===== src/rtl/s0_rs_enc_if.sv =====
// Byte-stream bundle for the RS(K+4,K) encoder: message bytes in, codeword bytes out.
// A byte moves on a channel in any cycle where its vld and rdy are both high; a producer
// holding vld keeps its data/sop/eop stable until the consumer raises rdy.
interface s0_rs_enc_if;
    logic [7:0] in_data;
    logic       in_vld;
    logic       in_rdy;
    logic       in_eop;
    logic [7:0] enc_data;
    logic       enc_vld;
    logic       enc_sop;
    logic       enc_eop;
    logic       enc_rdy;

    modport master (
        output in_data, in_vld, in_eop, enc_rdy,
        input  in_rdy, enc_data, enc_vld, enc_sop, enc_eop
    );

    modport slave (
        input  in_data, in_vld, in_eop, enc_rdy,
        output in_rdy, enc_data, enc_vld, enc_sop, enc_eop
    );
endinterface


===== src/rtl/s0_rs_enc.sv =====
// Byte-serial systematic RS encoder over GF(2^8)/0x11D, 4 parity bytes, g(x) roots alpha^0..alpha^3.
// Optional macro RS_ENC_SHORT_EN: in_eop on an accepted byte ends a shortened message early.
module gf2m8_multi (
    input  logic [7:0] a,
    input  logic [7:0] b,
    output logic [7:0] p
);
    logic [7:0] acc;
    logic [7:0] sh;

    always_comb begin
        acc = 8'h00;
        sh  = a;
        for (int i = 0; i < 8; i++) begin
            if (b[i]) acc = acc ^ sh;
            sh = {sh[6:0], 1'b0} ^ (sh[7] ? 8'h1D : 8'h00);
        end
        p = acc;
    end
endmodule

module s0_rs_enc #(
    parameter int K  = 251,
    parameter int CW = 8
) (
    input  logic        clk,
    input  logic        rstn,
    s0_rs_enc_if.slave  bus,
    output logic [2:0]  dbg_state
);
    typedef enum logic [2:0] {
        IDLE = 3'b001,
        DATA = 3'b010,
        PAR  = 3'b100
    } state_t;

    localparam logic [CW-1:0] K_CNT = CW'(K);

    state_t        state_q, state_d;
    logic [7:0]    p0_q, p1_q, p2_q, p3_q;
    logic [7:0]    p0_d, p1_d, p2_d, p3_d;
    logic [CW-1:0] cnt_q, cnt_d;
    logic [1:0]    pidx_q, pidx_d;
    logic [7:0]    data_q, data_d;
    logic          vld_q, vld_d;
    logic          sop_q, sop_d;
    logic          eop_q, eop_d;

    logic          adv;
    logic          in_rdy_c;
    logic          last_in;
    logic [7:0]    fb;
    logic [7:0]    m0, m1, m2, m3;

`ifdef RS_ENC_SHORT_EN
    assign last_in = bus.in_eop;
`else
    logic unused_eop;
    assign unused_eop = bus.in_eop;
    assign last_in    = 1'b0;
`endif

    // The first byte of a frame starts from cleared parity, so the old p3 is not fed back.
    assign fb = bus.in_data ^ ((state_q == DATA) ? p3_q : 8'h00);

    gf2m8_multi u_mul3 (.a(fb), .b(8'h0F), .p(m3));
    gf2m8_multi u_mul2 (.a(fb), .b(8'h36), .p(m2));
    gf2m8_multi u_mul1 (.a(fb), .b(8'h78), .p(m1));
    gf2m8_multi u_mul0 (.a(fb), .b(8'h40), .p(m0));

    always_comb begin
        adv      = !vld_q || bus.enc_rdy;
        in_rdy_c = 1'b0;
        state_d  = state_q;
        p0_d     = p0_q;
        p1_d     = p1_q;
        p2_d     = p2_q;
        p3_d     = p3_q;
        cnt_d    = cnt_q;
        pidx_d   = pidx_q;
        data_d   = data_q;
        vld_d    = vld_q;
        sop_d    = sop_q;
        eop_d    = eop_q;

        case (state_q)
            IDLE: begin
                in_rdy_c = adv;
                if (adv) begin
                    vld_d = 1'b0;
                    sop_d = 1'b0;
                    eop_d = 1'b0;
                    if (bus.in_vld) begin
                        p3_d    = m3;
                        p2_d    = m2;
                        p1_d    = m1;
                        p0_d    = m0;
                        data_d  = bus.in_data;
                        vld_d   = 1'b1;
                        sop_d   = 1'b1;
                        cnt_d   = CW'(1);
                        pidx_d  = 2'd0;
                        state_d = (K == 1 || last_in) ? PAR : DATA;
                    end
                end
            end
            DATA: begin
                in_rdy_c = adv;
                if (adv) begin
                    vld_d = 1'b0;
                    sop_d = 1'b0;
                    eop_d = 1'b0;
                    if (bus.in_vld) begin
                        p3_d   = p2_q ^ m3;
                        p2_d   = p1_q ^ m2;
                        p1_d   = p0_q ^ m1;
                        p0_d   = m0;
                        data_d = bus.in_data;
                        vld_d  = 1'b1;
                        cnt_d  = cnt_q + CW'(1);
                        if ((cnt_q + CW'(1)) == K_CNT || last_in) begin
                            state_d = PAR;
                            pidx_d  = 2'd0;
                        end
                    end
                end
            end
            PAR: begin
                if (adv) begin
                    data_d = p3_q;
                    vld_d  = 1'b1;
                    sop_d  = 1'b0;
                    eop_d  = (pidx_q == 2'd3);
                    p3_d   = p2_q;
                    p2_d   = p1_q;
                    p1_d   = p0_q;
                    p0_d   = 8'h00;
                    pidx_d = pidx_q + 2'd1;
                    if (pidx_q == 2'd3) state_d = IDLE;
                end
            end
            default: state_d = IDLE;
        endcase
    end

    always_ff @(posedge clk or negedge rstn) begin
        if (!rstn) begin
            state_q <= IDLE;
            p0_q    <= 8'h00;
            p1_q    <= 8'h00;
            p2_q    <= 8'h00;
            p3_q    <= 8'h00;
            cnt_q   <= '0;
            pidx_q  <= 2'd0;
            data_q  <= 8'h00;
            vld_q   <= 1'b0;
            sop_q   <= 1'b0;
            eop_q   <= 1'b0;
        end else begin
            state_q <= state_d;
            p0_q    <= p0_d;
            p1_q    <= p1_d;
            p2_q    <= p2_d;
            p3_q    <= p3_d;
            cnt_q   <= cnt_d;
            pidx_q  <= pidx_d;
            data_q  <= data_d;
            vld_q   <= vld_d;
            sop_q   <= sop_d;
            eop_q   <= eop_d;
        end
    end

    assign bus.in_rdy   = in_rdy_c;
    assign bus.enc_data = data_q;
    assign bus.enc_vld  = vld_q;
    assign bus.enc_sop  = sop_q;
    assign bus.enc_eop  = eop_q;
    assign dbg_state    = state_q;
endmodule


===== src/flat_wrapper.sv =====
// flat-port wrapper written by rule: the top's interface ports become plain ports
module s0_rs_enc_flat 
#(
    parameter int K  = 251,
    parameter int CW = 8
)
  (clk, rstn, dbg_state, bus_in_data, bus_in_vld, bus_in_eop, bus_enc_rdy, bus_in_rdy, bus_enc_data, bus_enc_vld, bus_enc_sop, bus_enc_eop);
  s0_rs_enc_if bus_i ();
  input  logic clk;
  input  logic rstn;
  output logic [2:0] dbg_state;
  input wire logic [$bits(bus_i.in_data)-1:0] bus_in_data;
  input wire logic [$bits(bus_i.in_vld)-1:0] bus_in_vld;
  input wire logic [$bits(bus_i.in_eop)-1:0] bus_in_eop;
  input wire logic [$bits(bus_i.enc_rdy)-1:0] bus_enc_rdy;
  output wire logic [$bits(bus_i.in_rdy)-1:0] bus_in_rdy;
  output wire logic [$bits(bus_i.enc_data)-1:0] bus_enc_data;
  output wire logic [$bits(bus_i.enc_vld)-1:0] bus_enc_vld;
  output wire logic [$bits(bus_i.enc_sop)-1:0] bus_enc_sop;
  output wire logic [$bits(bus_i.enc_eop)-1:0] bus_enc_eop;
  assign bus_i.in_data = bus_in_data;
  assign bus_i.in_vld = bus_in_vld;
  assign bus_i.in_eop = bus_in_eop;
  assign bus_i.enc_rdy = bus_enc_rdy;
  assign bus_in_rdy = bus_i.in_rdy;
  assign bus_enc_data = bus_i.enc_data;
  assign bus_enc_vld = bus_i.enc_vld;
  assign bus_enc_sop = bus_i.enc_sop;
  assign bus_enc_eop = bus_i.enc_eop;
  s0_rs_enc #(.K(K), .CW(CW)) u_core (.clk(clk), .rstn(rstn), .bus(bus_i), .dbg_state(dbg_state));
endmodule

===== config.mk =====
export PLATFORM = sky130hd
export DESIGN_NAME = s0_rs_enc_flat
export DESIGN_NICKNAME = d
export VERILOG_FILES = /design/src/rtl/s0_rs_enc_if.sv /design/src/rtl/s0_rs_enc.sv /design/src/flat_wrapper.sv
export SDC_FILE = /design/constraint.sdc
export NUM_CORES = 1
export LEC_CHECK = 0
export ABC_CLOCK_PERIOD_IN_PS = 7600
export BUFFER_PORTS_ARGS = -buffer_cell sky130_fd_sc_hd__buf_4
export CAP_MARGIN = 20
export CORE_MARGIN = 2
export CORE_UTILIZATION = 53
export CTS_BUF_LIST = sky130_fd_sc_hd__clkbuf_4
export DETAILED_ROUTE_END_ITERATION = 10
export PLACE_DENSITY = 0.72
export SLEW_MARGIN = 10
export SYNTH_ARGS = -nofsm -noshare
export SYNTH_HDL_FRONTEND = slang
export SYNTH_SLANG_ARGS = --single-unit

===== constraint.sdc =====
create_clock -name clk -period 7.6 [get_ports clk]
set_input_delay 0.38 -clock clk [delete_from_list [all_inputs] [get_ports clk]]
set_output_delay 0.38 -clock clk [all_outputs]
set_load 0.05 [all_outputs]

After elaboration in Yosys (flattened, before gate mapping)
Index checks and enable logic that the tools add are counted.
{"block": "op_classes", "addsub": 2, "eq_ne": 15, "mux": 62, "bitwise": 19, "n_reduce_logical": 15}
{"operator": "$mux 8", "count": 26}
{"operator": "$xor 8x8->8", "count": 13}
{"operator": "$pmux 8 s3", "count": 3}
{"operator": "$pmux 8 s2", "count": 3}
{"operator": "$xor 8x5->8", "count": 6}
{"operator": "$mux 5", "count": 6}
{"operator": "$mux 3", "count": 7}
{"operator": "$ne 2x1->1 const B", "count": 7}
{"operator": "$reduce_and 7->1", "count": 2}
{"operator": "$mux 2", "count": 6}
{"operator": "$pmux 3 s3", "count": 1}
{"operator": "$add 8x1->8 const B", "count": 1}
{"operator": "$eq 8x8->1 const B", "count": 1}
{"operator": "$mux 1", "count": 6}
{"operator": "$ne 2x2->1 const B", "count": 3}
{"operator": "$pmux 1 s2", "count": 3}
{"operator": "$pmux 2 s3", "count": 1}
{"operator": "$reduce_and 3->1", "count": 2}
{"operator": "$reduce_and 6->1", "count": 1}
{"operator": "$reduce_bool 2->1", "count": 3}
{"operator": "$reduce_and 5->1", "count": 1}
{"operator": "$reduce_and 4->1", "count": 1}
{"operator": "$reduce_or 2->1", "count": 2}
{"operator": "$eq 3x1->1 const B", "count": 1}
{"operator": "other kinds (7)", "count": 7}
{"block": "totals", "regBits": 56}

Longest topological paths before layout
Gate-level depths: netlist of run 1.
{"block": "depth", "ltp_word": 20, "ltp_mapped": 9}

By module
A second synthesis of run 1 with hierarchy kept.
{"block": "unflattened", "hier_cells": 1048, "area_unflattened_um2": 8404.3}
{"module": "gf2m8_multi at u_core.u_mul0 ...", "n_inst": 3, "cells_per_inst": 173, "area_per_inst_um2": 1224.9, "seq_area_each_um2": 0.0}
{"module": "s0_rs_enc", "n_inst": 1, "cells_per_inst": 364, "area_per_inst_um2": 3554.7, "seq_area_each_um2": 1402.6}
{"module": "gf2m8_multi at u_core.u_mul3", "n_inst": 1, "cells_per_inst": 165, "area_per_inst_um2": 1174.9, "seq_area_each_um2": 0.0}

Least setup slack after synthesis of run 1
Ideal clock, no wire load.
{"block": "synth_timing", "kind": "register -> register", "from": "reg u_core.state_q[0] (netlist: u_core.dbg_state[0])", "to": "reg u_core.p1_q[1]", "arrival_time_ns": 2.696, "t_required_ns": 7.469, "path_slack_ns": 4.773, "stages_incl_launch_ff": 9, "path_buffers": 1, "synth_period_minus_slack_ns": 2.827, "cell_sequence": "dfstp_2 -> buf_2 -> and4bb_2 -> xnor2_4 -> xor3_1 -> xor2_2 -> mux2_1 -> o22ai_1 -> o21ai_1"}
{"block": "synth_between", "elab_chain_cells": 16, "word_cells_on_any_way": 32, "cone_classes": "eq/ne: 8; mux: 11; bitwise: 11; reduce/logical: 2"}
{"item": "start: declaration", "line": "s0_rs_enc.sv:39", "text": "state_t state_q, state_d;"}
{"item": "start signal: assignment", "line": "s0_rs_enc.sv:160", "text": "state_q <= state_d;"}
{"item": "$eq 3x2->1", "line": "s0_rs_enc.sv:64, s0_rs_enc.sv:86"}
{"item": "$mux 8", "line": "s0_rs_enc.sv:64", "text": "assign fb = bus.in_data ^ ((state_q == DATA) ? p3_q : 8'h00);"}
{"item": "$xor 8x8->8", "line": "s0_rs_enc.sv:64"}
{"item": "$mux 5", "line": "s0_rs_enc.sv:16", "text": "sh = {sh[6:0], 1'b0} ^ (sh[7] ? 8'h1D : 8'h00);"}
{"item": "$xor 8x5->8 (3 in series)", "line": "s0_rs_enc.sv:16"}
{"item": "$xor 8x5->8"}
{"item": "$mux 5"}
{"item": "$xor 8x5->8 (2 in series)"}
{"item": "$xor 8x8->8", "line": "s0_rs_enc.sv:15", "text": "if (b[i]) acc = acc ^ sh;"}
{"item": "$xor 8x8->8", "line": "s0_rs_enc.sv:116", "text": "p1_d = p0_q ^ m1;"}
{"item": "$mux 8", "line": "s0_rs_enc.sv:113", "text": "if (bus.in_vld) begin"}
{"item": "$mux 8", "line": "s0_rs_enc.sv:109", "text": "if (adv) begin"}
{"item": "$pmux 8 s3", "line": "s0_rs_enc.sv:86", "text": "case (state_q)"}
{"item": "end signal: assignment", "line": "s0_rs_enc.sv:162", "text": "p1_q <= p1_d;"}
{"item": "end: declaration", "line": "s0_rs_enc.sv:40", "text": "logic [7:0] p0_q, p1_q, p2_q, p3_q;"}
Parallel ways exist; a longest one is shown, timed or not. The select of a mux whose other input is x is not followed.
A chain may end at the register's enable or synchronous reset.

Worst setup path after layout of run 1
{"block": "layout_timing", "from": "reg u_core.state_q[2] (netlist: u_core.dbg_state[2])", "to": "reg u_core.cnt_q[7]"}
{"block": "layout_between", "elab_chain_cells": 3, "word_cells_on_any_way": 9, "cone_classes": "eq/ne: 6; mux: 1; reduce/logical: 2"}
{"item": "$eq 3x2->1 or $eq 3x1->1 (tied branches)", "line": "s0_rs_enc.sv:86"}
{"item": "$ne 2x1->1 (no source line) (tied with other cells)"}
{"item": "$reduce_and 5->1 (no source line)"}
{"item": "end signal: assignment", "line": "s0_rs_enc.sv:165", "text": "cnt_q <= cnt_d;"}
{"item": "end: declaration", "line": "s0_rs_enc.sv:42", "text": "logic [CW-1:0] cnt_q, cnt_d;"}
Parallel ways exist; a longest one is shown, timed or not.

==> run summary, run 1 <==
TIMING
-------------------------------------------------------------------------------
Final-report max-slew violation count                                         0
Worst Hold Slack                                                      0.0238 ns
Final critical-path required period                                     3.29 ns
Sum Neg Setup Slack                                                        0 ns
Slew Limit Headroom                                                       47.1%
Maximum clock skew at final layout                                    0.0125 ns
Total of endpoints with negative setup slack in the final report              0
Transition time at the pin with the least slew margin                  0.793 ns
Max Fclk                                                                304 MHz
Final worst-path cycle share                                              43.3%
RSZ-0062 raised after global routing                                         no
Number of failing hold endpoints at the final stage                           0

GRT
-------------------------------------------------------------------------------
Met3 GRT Util                                                             3.92%
Routing usage on met1                                                     33.6%
Largest net degree at the start of global routing                            57
Overall track demand over capacity in global routing                      23.2%
Via count of the first global-routing pass                                 2813
Global-route wire length before repair                                  14.0 mm
Total overflow reported by the global router                                  0
Initial antenna violation count                                               0
Top Usage Layer GRT                                                        met2
Met2 track demand over resource in global routing                         35.5%

DRT
-------------------------------------------------------------------------------
WL per Instance                                                         16.0 um
Remaining DRCs                                                                0
Post-detailed-route count of antenna-violating nets                           0
Detailed Route WL                                                       8.35 mm
Vias per inst                                                              5.73
Starting DRC count in detailed routing                                      224
Number of vias in the routed layout                                        2989
First-pass detailed-route iteration total                                     4

POWER AND IR DROP
-------------------------------------------------------------------------------
Leakage power summed over all cells                                     1.75 nW
Power per unit of standard cell area                                359 mW/mm^2
Maximum VDD drop                                                         113 uV

CLOCKING
-------------------------------------------------------------------------------
Post-CTS Hold Buffers                                                         0
Total setup buffers inserted after CTS                                        0
Worst-case clock buffer depth                                                 2
Cts bufs inserted                                                             5
CTS resizes                                                                   0
Later-pin clock latency in the skew report                              0.39 ns
H-tree lvl count                                                              2
Cell at the root of the clock tree                                 sky130_fd_sc_hd__clkbuf_4
Worst-path clk slew                                                     0.16 ns
TritonCTS clock tree                                                        yes
Clock sinks                                                                  56

WORST SETUP PATH
-------------------------------------------------------------------------------
Delay-heaviest family, CP                                          simple AND/OR/NAND/NOR gates
Crit-path max FO                                                             22
Worst setup slack for register-to-register paths                        4.31 ns
Critical setup path kind                                                reg2reg
Worst r2r src                                                      u_core.dbg_state[2]$_DFFE_PN0P_
Data required time at the worst endpoint                                7.89 ns
Critical register-to-register path endpoint                        u_core.cnt_q[7]$_DFFE_PN0P_
Series of cell instances along the critical path                   nand2b_1 -> a21oi_1 -> o21a_1 -> nand2_1 -> nor3_1 -> xor2_1 -> and2_1
Kind of launch point of the worst setup path                               flop
Maximum single-stage delay on the critical path                         0.73 ns
Arrival time worst endpoint                                             3.58 ns
Critical Path End Type                                                     flop
Slowest stage cell on the critical path                            sky130_fd_sc_hd__dfrtp_1
Cell count of the worst reg-to-reg path                                       7
Worst Path Buf+Inv                                                            0

CELLS AND AREA
-------------------------------------------------------------------------------
Area growth, synth to finish                                              8.54%
Fin cells                                                                   522
Final antenna diode count                                                     0
NumNets Final                                                               441
Ratio of cells with drive above 1 in the final layout                     15.7%
Most frequent cells in the layout                                  sky130_fd_sc_hd__nand2_1 (83), sky130_fd_sc_hd__dfrtp_1 (55), sky130_fd_sc_hd__o21ai_0 (34), sky130_fd_sc_hd__nor2_1 (31), sky130_fd_sc_hd__buf_4 (30)
Non-Filler Cell Area, Final                                        0.00412 mm^2
Most common cell after layout, fill and taps aside                 sky130_fd_sc_hd__nand2_1

PLACED DESIGN
-------------------------------------------------------------------------------
Post-DP HPWL                                                            5.72 mm
Post-Place Cell Area                                               0.00406 mm^2
Post-Place Cells                                                            514
Final weighted congestion in routability-driven placement                 0.850
Number of buffers added on ports                                             26

RUN
-------------------------------------------------------------------------------
Max-Cap Viols                                                                 0

LOGIC SYNTHESIS
-------------------------------------------------------------------------------
Number of warnings issued by yosys                                            0
Syn avg cell area                                                     9.28 um^2
Post-synth net total                                                        425
Async set-or-reset flop fraction in the synthesized netlist                100%
EDFF count, synth                                                             0
Flip-flop and latch count after synthesis                                    56
Sequential fraction of the synthesis area                                 37.0%
Proportion of netlist area held by the largest area contributor           36.3%
Top_reg_cell synth                                                 sky130_fd_sc_hd__dfrtp_1
Synth Cell Area                                                    0.00379 mm^2
Count of cell types in the netlist                                           50
Cells after synthesis                                                       409
Synth top area cells                                               sky130_fd_sc_hd__dfrtp_1 (36%), sky130_fd_sc_hd__nand2_1 (8.2%), sky130_fd_sc_hd__xnor2_4 (7.3%), sky130_fd_sc_hd__xnor2_1 (5.5%), sky130_fd_sc_hd__o21ai_0 (4.5%)
Library cell with the largest summed area after synthesis          sky130_fd_sc_hd__dfrtp_1

DIE
-------------------------------------------------------------------------------
# rows                                                                       30
Num ports                                                                    28
Effective utilization at floorplan                                        55.2%
Placeable core area                                                0.00687 mm^2
Die Outline Area                                                   0.00785 mm^2
Chip Height                                                             88.6 um
Horizontal die dimension                                                88.6 um

MIN PATH
-------------------------------------------------------------------------------
Type of the tightest min-delay check                                   in2async

STATUS
-------------------------------------------------------------------------------
Outcome                                                            finished clean

synth_stat cells, types with 9 or more instances:
library cell	count
sky130_fd_sc_hd__a21oi_1	17
sky130_fd_sc_hd__a31oi_1	10
sky130_fd_sc_hd__and3_1	9
sky130_fd_sc_hd__clkbuf_1	18
sky130_fd_sc_hd__dfrtp_1	55
sky130_fd_sc_hd__nand2_1	83
sky130_fd_sc_hd__nand3_1	12
sky130_fd_sc_hd__nor2_1	32
sky130_fd_sc_hd__o21ai_0	34
sky130_fd_sc_hd__xnor2_1	24
sky130_fd_sc_hd__xnor2_4	10
sky130_fd_sc_hd__xor2_1	15
sequential cells by signal, indices dropped and copies added, names as in the netlist:
signal	flops
u_core.bus.enc_vld	1
u_core.p2_q	8
u_core.p3_q	8
u_core.pidx_q	2
u_core.bus.enc_sop	1
u_core.bus.enc_eop	1
u_core.p0_q	8
u_core.bus.enc_data	8
u_core.dbg_state	3
u_core.cnt_q	8
u_core.p1_q	8
area by class of cell:
type / count / area (um^2)
Fill cell: 604 / 2750
Sequential cell: 56 / 1400
Multi-Input combinational cell: 329 / 2300
Tap cell: 96 / 120
Clock buffer: 7 / 52.6
Timing Repair Buffer: 30 / 225
Clock inverter: 1 / 3.75
Inverter: 3 / 11.3
report_power, final:
| part | total [W] | leakage (nW) | switching, W | internal, W |
|---|---|---|---|---|
| clock network | 0.000138 | 0.0338 | 0.0000946 | 0.0000430 |
| logic | 0.000802 | 1.02 | 0.000488 | 0.000314 |
| registers | 0.000539 | 0.694 | 0.000123 | 0.000416 |
| total | 0.00148 | 1.75 | 0.000706 | 0.000773 |
cell families (layout without fill, tap and decap cells):
family	Yosys count	after routing	share of synthesized area (%)
adders and majority gates	3	3	0.989
muxes	4	4	1.19
and+or+nand+nor	158	158	19.5
DFF	56	56	37.0
xor gates and xnor gates	59	59	21.4
AOI/OAI and AO/OA	105	105	17.3
buffers and inverters	24	41	2.70
metal layers:
metal | share of wire (%) | routed length, um
met1 | 47 | 3920
met2 | 46 | 3880
met3 | 4.8 | 401
met4 | 1.8 | 150
met5 | 0 | 0
through the flow:
step                utilization, %  setup slack, ns  total power [W]
floorplan                        -             4.77          0.00115
global placement              59.1             4.40          0.00132
detailed placement            59.1             4.36          0.00135
CTS                           60.0             4.32          0.00148
global route                  60.0             4.00          0.00160
finish                        60.0             4.31          0.00148
how the worst max path moves through the flow:
stage                                     from                          end  cells after the start
4_1_cts        u_core.dbg_state[2]$_DFFE_PN0P_  u_core.cnt_q[7]$_DFFE_PN0P_                      7
6_report       u_core.dbg_state[2]$_DFFE_PN0P_  u_core.cnt_q[7]$_DFFE_PN0P_                      7
2_1_floorplan  u_core.dbg_state[0]$_DFFE_PN1P_   u_core.p1_q[1]$_DFFE_PN0P_                      8
3_3_place_gp   u_core.dbg_state[2]$_DFFE_PN0P_  u_core.cnt_q[7]$_DFFE_PN0P_                      7
5_1_grt        u_core.dbg_state[2]$_DFFE_PN0P_  u_core.cnt_q[7]$_DFFE_PN0P_                      7
3_5_place_dp   u_core.dbg_state[2]$_DFFE_PN0P_  u_core.cnt_q[7]$_DFFE_PN0P_                      7
(Power assumes the default switching activity.)
==> run 2, diff against run 1 <==
--- a/config.mk
+++ b/config.mk
@@ -5,7 +5,7 @@
 export SDC_FILE = /design/constraint.sdc
 export NUM_CORES = 1
 export LEC_CHECK = 0
-export ABC_CLOCK_PERIOD_IN_PS = 7600
+export ABC_CLOCK_PERIOD_IN_PS = 3100
 export BUFFER_PORTS_ARGS = -buffer_cell sky130_fd_sc_hd__buf_4
 export CAP_MARGIN = 20
 export CORE_MARGIN = 2
==> constraint.sdc (replaced) <==
create_clock -name clk -period 3.1 [get_ports clk]
set_input_delay 0.155 -clock clk [delete_from_list [all_inputs] [get_ports clk]]
set_output_delay 0.155 -clock clk [all_outputs]
set_load 0.05 [all_outputs]
==> run 2 against run 1 <==
Register-to-register slack worse by 3.9 ns. Die area did not move. First-iteration DRC count rose by 7.1%. Critical path depth unchanged. Utilization increased by 1.8 points. Combinational power increased to 2.6 times the previous value. Sequential power grew 140%. Routed wire length is 1.1% lower. Clock power grew to 3.0 times the previous value. Worst hold slack improved by 0.0018 ns. Fmax is 22% higher.
==> run summary, run 2 (synthesized netlist as in run 1, its figures left out) <==
GRT
-------------------------------------------------------------------------------
Via count of the first global-routing pass                                 2742
Top Usage Layer GRT                                                        met2
Met3 GRT Util                                                             3.17%
Initial antenna violation count                                               0
Total overflow reported by the global router                                  0
Largest net degree at the start of global routing                            57
Met2 track demand over resource in global routing                         36.0%
Routing usage on met1                                                     34.0%
Overall track demand over capacity in global routing                      23.0%
Global-route wire length before repair                                  13.9 mm

CELLS AND AREA
-------------------------------------------------------------------------------
NumNets Final                                                               454
Area growth, synth to finish                                              11.8%
Most frequent cells in the layout                                  sky130_fd_sc_hd__nand2_1 (83), sky130_fd_sc_hd__dfrtp_1 (55), sky130_fd_sc_hd__buf_4 (42), sky130_fd_sc_hd__o21ai_0 (34), sky130_fd_sc_hd__nor2_1 (31)
Utilization of the core after routing                                     61.8%
Final antenna diode count                                                     0
Fin cells                                                                   535
Non-Filler Cell Area, Final                                        0.00424 mm^2
Ratio of cells with drive above 1 in the final layout                     18.2%
Most common cell after layout, fill and taps aside                 sky130_fd_sc_hd__nand2_1

WORST SETUP PATH
-------------------------------------------------------------------------------
Critical setup path kind                                                reg2reg
Kind of launch point of the worst setup path                               flop
Slowest stage cell on the critical path                            sky130_fd_sc_hd__dfstp_2
Maximum single-stage delay on the critical path                         0.62 ns
Data required time at the worst endpoint                                3.36 ns
Critical Path End Type                                                     flop
Arrival time worst endpoint                                             2.96 ns
Delay-heaviest family, CP                                          XOR/XNOR gates
Series of cell instances along the critical path                   and4bb_2 -> xnor2_4 -> xor3_1 -> xor2_2 -> mux2_1 -> o22ai_1 -> o21ai_1
Worst Path Buf+Inv                                                            0
Crit-path max FO                                                              9

DIE
-------------------------------------------------------------------------------
# rows                                                                       30
Horizontal die dimension                                                88.6 um
Placeable core area                                                0.00687 mm^2
Die Outline Area                                                   0.00785 mm^2
Effective utilization at floorplan                                        55.2%
Num ports                                                                    28
Chip Height                                                             88.6 um

DRT
-------------------------------------------------------------------------------
Starting DRC count in detailed routing                                      240
Post-detailed-route count of antenna-violating nets                           0
First-pass detailed-route iteration total                                     4
Remaining DRCs                                                                0
Number of vias in the routed layout                                        3009
WL per Instance                                                         15.4 um
Vias per inst                                                              5.62
Detailed Route WL                                                       8.26 mm

POWER AND IR DROP
-------------------------------------------------------------------------------
Internal Dissipation                                                  0.00201 W
Fraction of power consumed by the clock network                           10.9%
Power per unit of standard cell area                                884 mW/mm^2
Maximum VDD drop                                                         323 uV
Psw                                                                   0.00174 W
Combinational group share of total power                                  55.0%
Leakage power summed over all cells                                     1.83 nW
Share of total power consumed by net switching                            46.4%
Sequential share of power                                                 34.1%

CLOCKING
-------------------------------------------------------------------------------
Worst-path clk slew                                                     0.17 ns
Cts bufs inserted                                                             5
Worst-case clock buffer depth                                                 2
Clock sinks                                                                  56
H-tree lvl count                                                              2
TritonCTS clock tree                                                        yes
Cell at the root of the clock tree                                 sky130_fd_sc_hd__clkbuf_4
Later-pin clock latency in the skew report                              0.39 ns
CTS resizes                                                                   0

TIMING
-------------------------------------------------------------------------------
Sum Neg Setup Slack                                                        0 ns
Maximum clock skew at final layout                                    0.0186 ns
Slew Limit Headroom                                                       48.6%
Final critical-path required period                                     2.69 ns
Final-report max-slew violation count                                         0
Number of failing hold endpoints at the final stage                           0
Final worst-path cycle share                                              86.9%
Max Fclk                                                                371 MHz
Transition time at the pin with the least slew margin                  0.770 ns
Total of endpoints with negative setup slack in the final report              0
RSZ-0062 raised after global routing                                         no

MIN PATH
-------------------------------------------------------------------------------
Type of the tightest min-delay check                                     in2reg

PLACED DESIGN
-------------------------------------------------------------------------------
Post-Place Cell Area                                               0.00415 mm^2
Post-DP HPWL                                                            5.81 mm
Post-Place Cells                                                            526
Final weighted congestion in routability-driven placement                 0.859
Number of buffers added on ports                                             26

RUN
-------------------------------------------------------------------------------
Max-Cap Viols                                                                 0

STATUS
-------------------------------------------------------------------------------
Outcome                                                            finished clean

-- run 2: routing by layer --
metal / part of all wire [%] / wire (um)
met1: 49 / 4030
met2: 46 / 3830
met3: 3.7 / 306
met4: 1.0 / 86
met5: 0 / 0
-- run 2: cell type report --
class / instances / area (um^2)
inverters: 3 / 11.3
multi-input cells: 329 / 2300
clock inverters: 2 / 35.0
well taps: 96 / 120
clock buffers: 6 / 45.0
repair buffers: 43 / 325
flip-flops and latches: 56 / 1400
fillers: 596 / 2630
-- run 2: path summary, 6_finish.rpt --
check	from	to	slack, ns	cells after the start
max reg2reg	u_core.dbg_state[0]$_DFFE_PN1P_	u_core.p1_q[1]$_DFFE_PN0P_	0.41	7
max in group asynchronous	rstn	u_core.p0_q[3]$_DFFE_PN0P_	2.27	2
max	u_core.dbg_state[0]$_DFFE_PN1P_	u_core.p1_q[1]$_DFFE_PN0P_	0.41	7
min reg2reg	u_core.pidx_q[0]$_DFFE_PN0P_	u_core.pidx_q[0]$_DFFE_PN0P_	0.51	1
min in group asynchronous	rstn	u_core.bus.enc_data[3]$_DFFE_PN0P_	0.35	2
min	bus_in_data[1]	u_core.bus.enc_data[1]$_DFFE_PN0P_	0.03	3
-- run 2: worst register-to-register path: cells and delay by family (launching register included) --
kind	cells	cell delay, ns
xor gates and xnor gates	3	1.11
DFF	1	0.62
muxes	1	0.35
and+or+nand+nor	1	0.28
AOI/OAI and AO/OA	2	0.22
-- run 2: power groups by stage --
stage	Combinational (W)	Sequential, W	Clock [W]
floorplan	0.00134	0.00148	0
global placement	0.00202	0.00127	0
detailed placement	0.00206	0.00129	0
CTS	0.00207	0.00127	0.000425
global route	0.00226	0.00132	0.000454
finish	0.00206	0.00128	0.000410
-- run 2: metrics by stage --
stage,total power (W),setup WS (ns),hold WS (ns)
finish,0.00375,0.407,0.0255
global route,0.00404,0.264,0.0259
global placement,0.00330,0.440,0.260
floorplan,0.00282,0.273,-0.141
CTS,0.00376,0.384,0.0171
detailed placement,0.00334,0.416,0.264
-- run 2: repair_timing --
| item | CTS | global route |
|---|---|---|
| buffers inserted | 0 | 0 |
| hold buffers | 1 | 0 |
| hold endpoints to repair | 55 | 0 |
